## config.mk

```make
export PLATFORM = sky130hd
export DESIGN_NAME = glyph_fetch_pipeline
export DESIGN_NICKNAME = d
export VERILOG_FILES = /design/src/rtl/glyph_fetch_pipeline.sv
export SDC_FILE = /design/constraint.sdc
export NUM_CORES = 1
export LEC_CHECK = 0
export ABC_AREA = 1
export CAP_MARGIN = 25
export CORE_MARGIN = 4
export CORE_UTILIZATION = 45
export CTS_CLUSTER_DIAMETER = 150
export DETAILED_ROUTE_END_ITERATION = 6
export GPL_TIMING_DRIVEN = 0
export HOLD_SLACK_MARGIN = 0.12
export SKIP_CTS_REPAIR_TIMING = 1
export SLEW_MARGIN = 20
export SYNTH_ARGS = -nofsm -noshare
export SYNTH_HDL_FRONTEND = slang
export SYNTH_SLANG_ARGS = --single-unit
export TNS_END_PERCENT = 20
```

## constraint.sdc

```tcl
create_clock -name HDMI_TX_CLK -period 3.64 [get_ports HDMI_TX_CLK]
set_input_delay 0.364 -clock HDMI_TX_CLK [delete_from_list [all_inputs] [get_ports HDMI_TX_CLK]]
set_output_delay 0.364 -clock HDMI_TX_CLK [all_outputs]
set_load 0.01 [all_outputs]
```

## src/rtl/glyph_fetch_pipeline.sv

```systemverilog
// Text-overlay front end: maps pixel x/y to a font_rom bit address through a character buffer,
// with post-reset buffer clear, per-character blink and sync delay matched to the font_rom output.
module glyph_fetch_pipeline #(
  parameter int TEXT_COLS    = 16,
  parameter int TEXT_ROWS    = 4,
  parameter int ORIGIN_X     = 64,
  parameter int ORIGIN_Y     = 32,
  parameter int SCALE_LOG2   = 1,
  parameter int ROM_LATENCY  = 1,
  parameter int BLINK_FRAMES = 30
) (
  input  logic        HDMI_TX_CLK,
  input  logic        reset_n,
  input  logic        HDMI_TX_DE,
  input  logic        HDMI_TX_HS,
  input  logic        HDMI_TX_VS,
  input  logic [11:0] x_counter,
  input  logic [11:0] y_counter,
  input  logic        char_wr_en,
  input  logic [5:0]  char_wr_addr,
  input  logic [6:0]  char_wr_code,
  output logic [12:0] rom_address,
  output logic        overlay_enable,
  output logic        de_out,
  output logic        hs_out,
  output logic        vs_out,
  output logic        clear_busy
);

  localparam int NUM_CHARS = TEXT_COLS * TEXT_ROWS;
  localparam int IDX_W     = $clog2(NUM_CHARS);
  localparam int COL_W     = $clog2(TEXT_COLS);
  localparam int ROW_W     = $clog2(TEXT_ROWS);
  localparam int FC_W      = $clog2(BLINK_FRAMES);

  localparam logic [11:0]      ORG_X       = 12'(ORIGIN_X);
  localparam logic [11:0]      ORG_Y       = 12'(ORIGIN_Y);
  localparam logic [11:0]      WIN_W       = 12'((TEXT_COLS * 8) << SCALE_LOG2);
  localparam logic [11:0]      WIN_H       = 12'((TEXT_ROWS * 16) << SCALE_LOG2);
  localparam logic [6:0]       NUM_CHARS_7 = 7'(NUM_CHARS);
  localparam logic [IDX_W-1:0] IDX_LAST    = IDX_W'(NUM_CHARS - 1);
  localparam logic [IDX_W-1:0] IDX_ONE     = IDX_W'(1);
  localparam logic [FC_W-1:0]  FC_LAST     = FC_W'(BLINK_FRAMES - 1);
  localparam logic [FC_W-1:0]  FC_ONE      = FC_W'(1);

  typedef enum logic [0:0] {
    ST_CLEAR = 1'b0,
    ST_RUN   = 1'b1
  } state_t;

  // ---------------- combinational pixel decode ----------------
  logic [11:0]      rx_s, ry_s, gx_s, gy_s;
  logic             inwin_s;
  logic [IDX_W-1:0] idx_s;
  logic             unused_ok_s;

  assign rx_s    = x_counter - ORG_X;
  assign ry_s    = y_counter - ORG_Y;
  assign inwin_s = HDMI_TX_DE & (x_counter >= ORG_X) & (rx_s < WIN_W)
                 & (y_counter >= ORG_Y) & (ry_s < WIN_H);
  assign gx_s    = rx_s >> SCALE_LOG2;
  assign gy_s    = ry_s >> SCALE_LOG2;
  // Power-of-two geometry lets the row*COLS+col index be a plain concatenation.
  assign idx_s   = {gy_s[4 +: ROW_W], gx_s[3 +: COL_W]};
  assign unused_ok_s = ^{gx_s[11:3+COL_W], gy_s[11:4+ROW_W]};

  // ---------------- S0: input capture ----------------
  logic             inwin_s0_q;
  logic [IDX_W-1:0] idx_s0_q;
  logic [3:0]       grow_s0_q;
  logic [2:0]       gcol_s0_q;
  logic [2:0]       sync_s0_q;

  // Stage 0 register: window flag, buffer index, glyph coordinates, syncs
  always_ff @(posedge HDMI_TX_CLK or negedge reset_n) begin
    if (!reset_n) begin
      inwin_s0_q <= 1'b0;
      idx_s0_q   <= '0;
      grow_s0_q  <= 4'd0;
      gcol_s0_q  <= 3'd0;
      sync_s0_q  <= 3'd0;
    end else begin
      inwin_s0_q <= inwin_s;
      idx_s0_q   <= idx_s;
      grow_s0_q  <= gy_s[3:0];
      gcol_s0_q  <= gx_s[2:0];
      sync_s0_q  <= {HDMI_TX_DE, HDMI_TX_HS, HDMI_TX_VS};
    end
  end

  // ---------------- clear / run FSM ----------------
  state_t           state_q, state_d;
  logic [IDX_W-1:0] clr_idx_q, clr_idx_d;
  logic             clear_busy_q;
  logic             mem_we_s;
  logic [IDX_W-1:0] mem_waddr_s;
  logic [6:0]       mem_wdata_s;
  logic             wr_in_range_s;

  assign wr_in_range_s = ({1'b0, char_wr_addr} < NUM_CHARS_7);

  // FSM next-state and buffer write-port selection
  always_comb begin
    state_d     = state_q;
    clr_idx_d   = clr_idx_q;
    mem_we_s    = 1'b0;
    mem_waddr_s = char_wr_addr[IDX_W-1:0];
    mem_wdata_s = char_wr_code;
    case (state_q)
      ST_CLEAR: begin
        mem_we_s    = 1'b1;
        mem_waddr_s = clr_idx_q;
        mem_wdata_s = 7'd0;
        if (clr_idx_q == IDX_LAST) begin
          state_d = ST_RUN;
        end else begin
          clr_idx_d = clr_idx_q + IDX_ONE;
        end
      end
      ST_RUN: begin
        if (char_wr_en && wr_in_range_s) begin
          mem_we_s = 1'b1;
        end else begin
          mem_we_s = 1'b0;
        end
      end
      default: begin
        state_d   = ST_CLEAR;
        clr_idx_d = '0;
      end
    endcase
  end

  // FSM state, clear index and busy flag
  always_ff @(posedge HDMI_TX_CLK or negedge reset_n) begin
    if (!reset_n) begin
      state_q      <= ST_CLEAR;
      clr_idx_q    <= '0;
      clear_busy_q <= 1'b1;
    end else begin
      state_q      <= state_d;
      clr_idx_q    <= clr_idx_d;
      clear_busy_q <= (state_d == ST_CLEAR);
    end
  end

  // ---------------- character buffer ----------------
  // Not reset: contents are zeroed by the clear sequence instead.
  logic [6:0] mem_q [NUM_CHARS];

  // Buffer write port
  always_ff @(posedge HDMI_TX_CLK) begin
    if (mem_we_s) begin
      mem_q[mem_waddr_s] <= mem_wdata_s;
    end
  end

  // ---------------- S1: buffer read into rom_address ----------------
  logic [12:0] rom_address_q;
  logic [6:0]  rd_code_s;
  logic        blink_s1_q;
  logic        inwin_s1_q;
  logic [2:0]  sync_s1_q;

  // Old contents are seen when the same index is written this cycle.
  assign rd_code_s = mem_q[idx_s0_q];

  // Stage 1/2 register: synchronous buffer read feeding rom_address directly
  always_ff @(posedge HDMI_TX_CLK or negedge reset_n) begin
    if (!reset_n) begin
      rom_address_q <= 13'd0;
      blink_s1_q    <= 1'b0;
      inwin_s1_q    <= 1'b0;
      sync_s1_q     <= 3'd0;
    end else begin
      inwin_s1_q <= inwin_s0_q;
      sync_s1_q  <= sync_s0_q;
      blink_s1_q <= rd_code_s[6];
      if (inwin_s0_q) begin
        rom_address_q <= {rd_code_s[5:0], grow_s0_q, gcol_s0_q};
      end else begin
        rom_address_q <= rom_address_q;
      end
    end
  end

  // ---------------- blink timing ----------------
  logic            vs_prev_q;
  logic [FC_W-1:0] frame_cnt_q, frame_cnt_d;
  logic            blink_phase_q, blink_phase_d;

  // Frame counter advance on each VS rising edge
  always_comb begin
    frame_cnt_d   = frame_cnt_q;
    blink_phase_d = blink_phase_q;
    if (HDMI_TX_VS && !vs_prev_q) begin
      if (frame_cnt_q == FC_LAST) begin
        frame_cnt_d   = '0;
        blink_phase_d = ~blink_phase_q;
      end else begin
        frame_cnt_d = frame_cnt_q + FC_ONE;
      end
    end else begin
      frame_cnt_d = frame_cnt_q;
    end
  end

  // Blink state registers
  always_ff @(posedge HDMI_TX_CLK or negedge reset_n) begin
    if (!reset_n) begin
      vs_prev_q     <= 1'b0;
      frame_cnt_q   <= '0;
      blink_phase_q <= 1'b0;
    end else begin
      vs_prev_q     <= HDMI_TX_VS;
      frame_cnt_q   <= frame_cnt_d;
      blink_phase_q <= blink_phase_d;
    end
  end

  // ---------------- output alignment with font_rom q ----------------
  logic       en_s;
  logic [3:0] out_pipe_q [ROM_LATENCY];

  assign en_s = inwin_s1_q & ~clear_busy_q & ~(blink_s1_q & ~blink_phase_q);

  // Delay line matching the font_rom read latency
  always_ff @(posedge HDMI_TX_CLK or negedge reset_n) begin
    if (!reset_n) begin
      for (int i = 0; i < ROM_LATENCY; i++) begin
        out_pipe_q[i] <= 4'd0;
      end
    end else begin
      out_pipe_q[0] <= {en_s, sync_s1_q};
      for (int i = 1; i < ROM_LATENCY; i++) begin
        out_pipe_q[i] <= out_pipe_q[i-1];
      end
    end
  end

  assign rom_address    = rom_address_q;
  assign overlay_enable = out_pipe_q[ROM_LATENCY-1][3];
  assign de_out         = out_pipe_q[ROM_LATENCY-1][2];
  assign hs_out         = out_pipe_q[ROM_LATENCY-1][1];
  assign vs_out         = out_pipe_q[ROM_LATENCY-1][0];
  assign clear_busy     = clear_busy_q;

endmodule

```

==> results.cfg <==
[run_status]
status = complete, no violations

[sta]
max_freq_mhz = 315.0
fin_crit_ns = 3.175
tightest_slew_ns = 0.9678
setup_ws_ns = 0.4649
setup_viol = 0
hold_viol_final = 0
drv_slew = 0
rsz0062_at_grt = no
tns_ns = 0
slew_headroom = 0.3524
finalCritPeriodShare = 0.8723
skew_ns = 0.01861

[critical_path]
crit_type = flop to flop
worst_setup_path_end_kind = flop
rrSetupSlack_ns = 0.46
cp.required_ns = 3.86
r2r-start = state_q$_DFF_PN0_
reg2reg_to = mem_q[18][4]$_DFFE_PP_
crit_fanout = 10
cp_data_arrival_time_ns = 3.39
worst_r2r_path_depth = 4
crit_path_start_kind = flop

[min_path]
hp-class = primary input to flop
min-delay-start = y_counter[3]
holdPathStages = 1
hold_end = grow_s0_q[2]$_DFF_PN0_

[global_route]
track_usage = 0.2508
overflow = 0
antenna_found_initial = 0
grt_max_degree = 65
grt_pass1_vias = 13320
grt_pass1_wl_um = 87910

[clocking]
cts_buffers = 52
cts_root_buffer = clkbuf_16
insertion_delay_ns = 0.60
ctsLongestPathBuffers = 3
clk_pin_slew_ns = 0.06
h-tree-depth = 2
cts.sinks = 501
cts_tree = yes

[routing]
drc = 0
first_pass_iters = 5
drtIter0Drc = 1730
drt_wl_total_um = 60500
vias = 14060
wl_per_cell_um = 24.14
viasPerCell = 5.609
ant_nets = 0

[layout]
fin_nets = 1919
fillers = 3787
area_delta_synth_final_pct = 15.55
num_antenna_cells = 0
drive_gt1_frac = 0.09352

[synthesis]
seq_area_frac_synth = 0.7277
synthTopCellsByArea = edfxtp_1 (66%), nand2_1 (9.8%), nand3_1 (9.1%)
synth_fp_nets = 1794
synth-seq-cells = 501
netlist_area_um2 = 20310
syn_avg_cell_area_um2 = 11.63
synth_top_area_share = 0.6623
yosys.cell_types.count = 38
synth_top_area_cell = edfxtp_1
yosys_warnings = 0
synthCells = 1746

[floorplanning]
die_w_um = 220.5
coreArea_um2 = 44410
num_rows = 77
chipHeight_um = 220.5
initial_core_util = 0.4573
ios = 61
die_area_um2 = 48600

[place]
pre_cts_ws_ns = 0.3785
portBuffers = 58
place_hpwl_um = 41610
gp_congestion = 0.9995

[power]
peakVddDrop_mv = 0.3807
p_leak_uw = 0.008326
pwr_density_cell_nw_per_um2 = 517.0

[flow_run]
cap_viol_max_count = 0
## metal layers
metal / part of all wire / routed length, um / track usage / up-vias
li1: - / - / - / 6390
met1: 0.41 / 25100 / 0.3643 / 6867
met2: 0.45 / 27360 / 0.3799 / 673
met3: 0.092 / 5592 / 0.04257 / 125
met4: 0.041 / 2455 / 0.1009 / 0
met5: 0 / 0 / 0 / -
## metrics by stage
| stage | instance area, um^2 | total power, uW | cells | util | hold slack, ns |
|---|---|---|---|---|---|
| after floorplan | 20310 | 6831 | 1746 | - | 0.06841 |
| after global placement | 21630 | 7173 | 2396 | 0.4871 | 0.3322 |
| after detailed placement | 21850 | 7189 | 2408 | 0.4920 | 0.3485 |
| after CTS | 23460 | 12170 | 2505 | 0.5282 | -0.1832 |
| after global routing | 23470 | 12500 | 2506 | 0.5285 | 0.2010 |
| final | 23470 | 12130 | 2506 | 0.5285 | 0.2179 |
## cells in the final DEF (no fill, tap or decap), types with 2 or more instances in the layout
master / synthesis / final
nand2_1: 528 / 528
inv_4: 1 / 7
or2_1: 2 / 2
nand3_1: 368 / 368
bufinv_16: 0 / 3
edfxtp_1: 448 / 448
buf_2: 50 / 55
clkinv_1: 0 / 17
inv_2: 7 / 8
o21ai_0: 32 / 32
nand4_1: 7 / 7
inv_1: 40 / 33
nor3_1: 4 / 4
xor2_1: 4 / 4
buf_16: 0 / 2
or2_0: 2 / 2
o22ai_1: 15 / 15
nand3_2: 3 / 3
o21ai_2: 5 / 5
buf_12: 0 / 4
clkbuf_16: 0 / 53
clkbuf_1: 31 / 37
clkdlybuf4s50_1: 0 / 57
ha_1: 5 / 5
a21oi_1: 10 / 10
nor2_1: 93 / 93
buf_4: 7 / 9
inv_6: 0 / 4
buf_1: 10 / 10
or2_2: 2 / 2
clkinv_2: 0 / 13
dfrtp_1: 52 / 52
nor4_2: 0 / 6
## registers in the layout, indices dropped and copies added (netlist names), 3 cells and up
signal,flops
frame_cnt_q,5
out_pipe_q,4
gcol_s0_q,3
grow_s0_q,4
sync_s0_q,3
clr_idx_q,6
mem_q,448
sync_s1_q,3
idx_s0_q,6
rom_address,13
## where the power goes
part	internal, uW	total, uW	switching, uW	leakage, uW
Clock	2870	5050	2180	0.000798
Combinational	254	822	568	0.00375
Sequential	6230	6260	34.2	0.00377
Total	9350	12100	2780	0.00833
## critical path, cell delays in order (launching register included)
cell     delay [ns]
dfrtp_1        0.45
buf_2          0.23
o21ai_2        0.45
nand4_1        0.73
nor2_1         0.93
## kinds of logic (layout without fill, tap and decap cells)
group	count (synthesis)	in the layout	share of synthesized area
buffers and inverters	146	314	0.03148
and+or+nand+nor	1019	1019	0.2153
AOI/OAI and AO/OA	71	71	0.02076
xor gates and xnor gates	4	4	0.001725
adders and majority gates	5	5	0.003080
DFF	501	501	0.7277
## Yosys cell counts (all sizes together)
library cell / instances
or2: 6
o211ai: 1
a31o: 1
o21ai: 38
inv: 48
buf: 67
nor3: 4
nand3: 371
dfrtp: 52
nand4: 7
a21o: 1
o31ai: 1
a21oi: 10
a31oi: 1
nor2: 94
nor4: 7
nor3b: 1
clkbuf: 31
dfstp: 1
nand2: 528
edfxtp: 448
a22o: 1
and3: 1
o22ai: 15
xor2: 4
o21bai: 1
o221ai: 1
ha: 5
## final cells by class
class | instances | area [um^2] | share of cell area
plain buffers | 98 | 456.7 | 0.01946
clock buffers | 59 | 1349 | 0.05747
clock inverters | 38 | 261.5 | 0.01114
inverters | 48 | 197.7 | 0.008423
multi-input cells | 1099 | 4930 | 0.2100
flip-flops and latches | 501 | 14780 | 0.6297
well taps | 592 | 740.7 | 0.03156
repair buffers | 71 | 755.7 | 0.03220
## worst max path at each step
stage / startpoint / to / slack, ns / cells past startpoint
after floorplan: state_q$_DFF_PN0_ / mem_q[48][0]$_DFFE_PP_ / 1.36 / 5
after global placement: char_wr_en / mem_q[49][6]$_DFFE_PP_ / 0.30 / 5
after detailed placement: char_wr_en / mem_q[19][5]$_DFFE_PP_ / 0.38 / 5
after CTS: state_q$_DFF_PN0_ / mem_q[19][4]$_DFFE_PP_ / 0.58 / 5
after global routing: state_q$_DFF_PN0_ / mem_q[18][0]$_DFFE_PP_ / 0.40 / 4
final: state_q$_DFF_PN0_ / mem_q[18][4]$_DFFE_PP_ / 0.46 / 4
(Power assumes the default switching activity.)
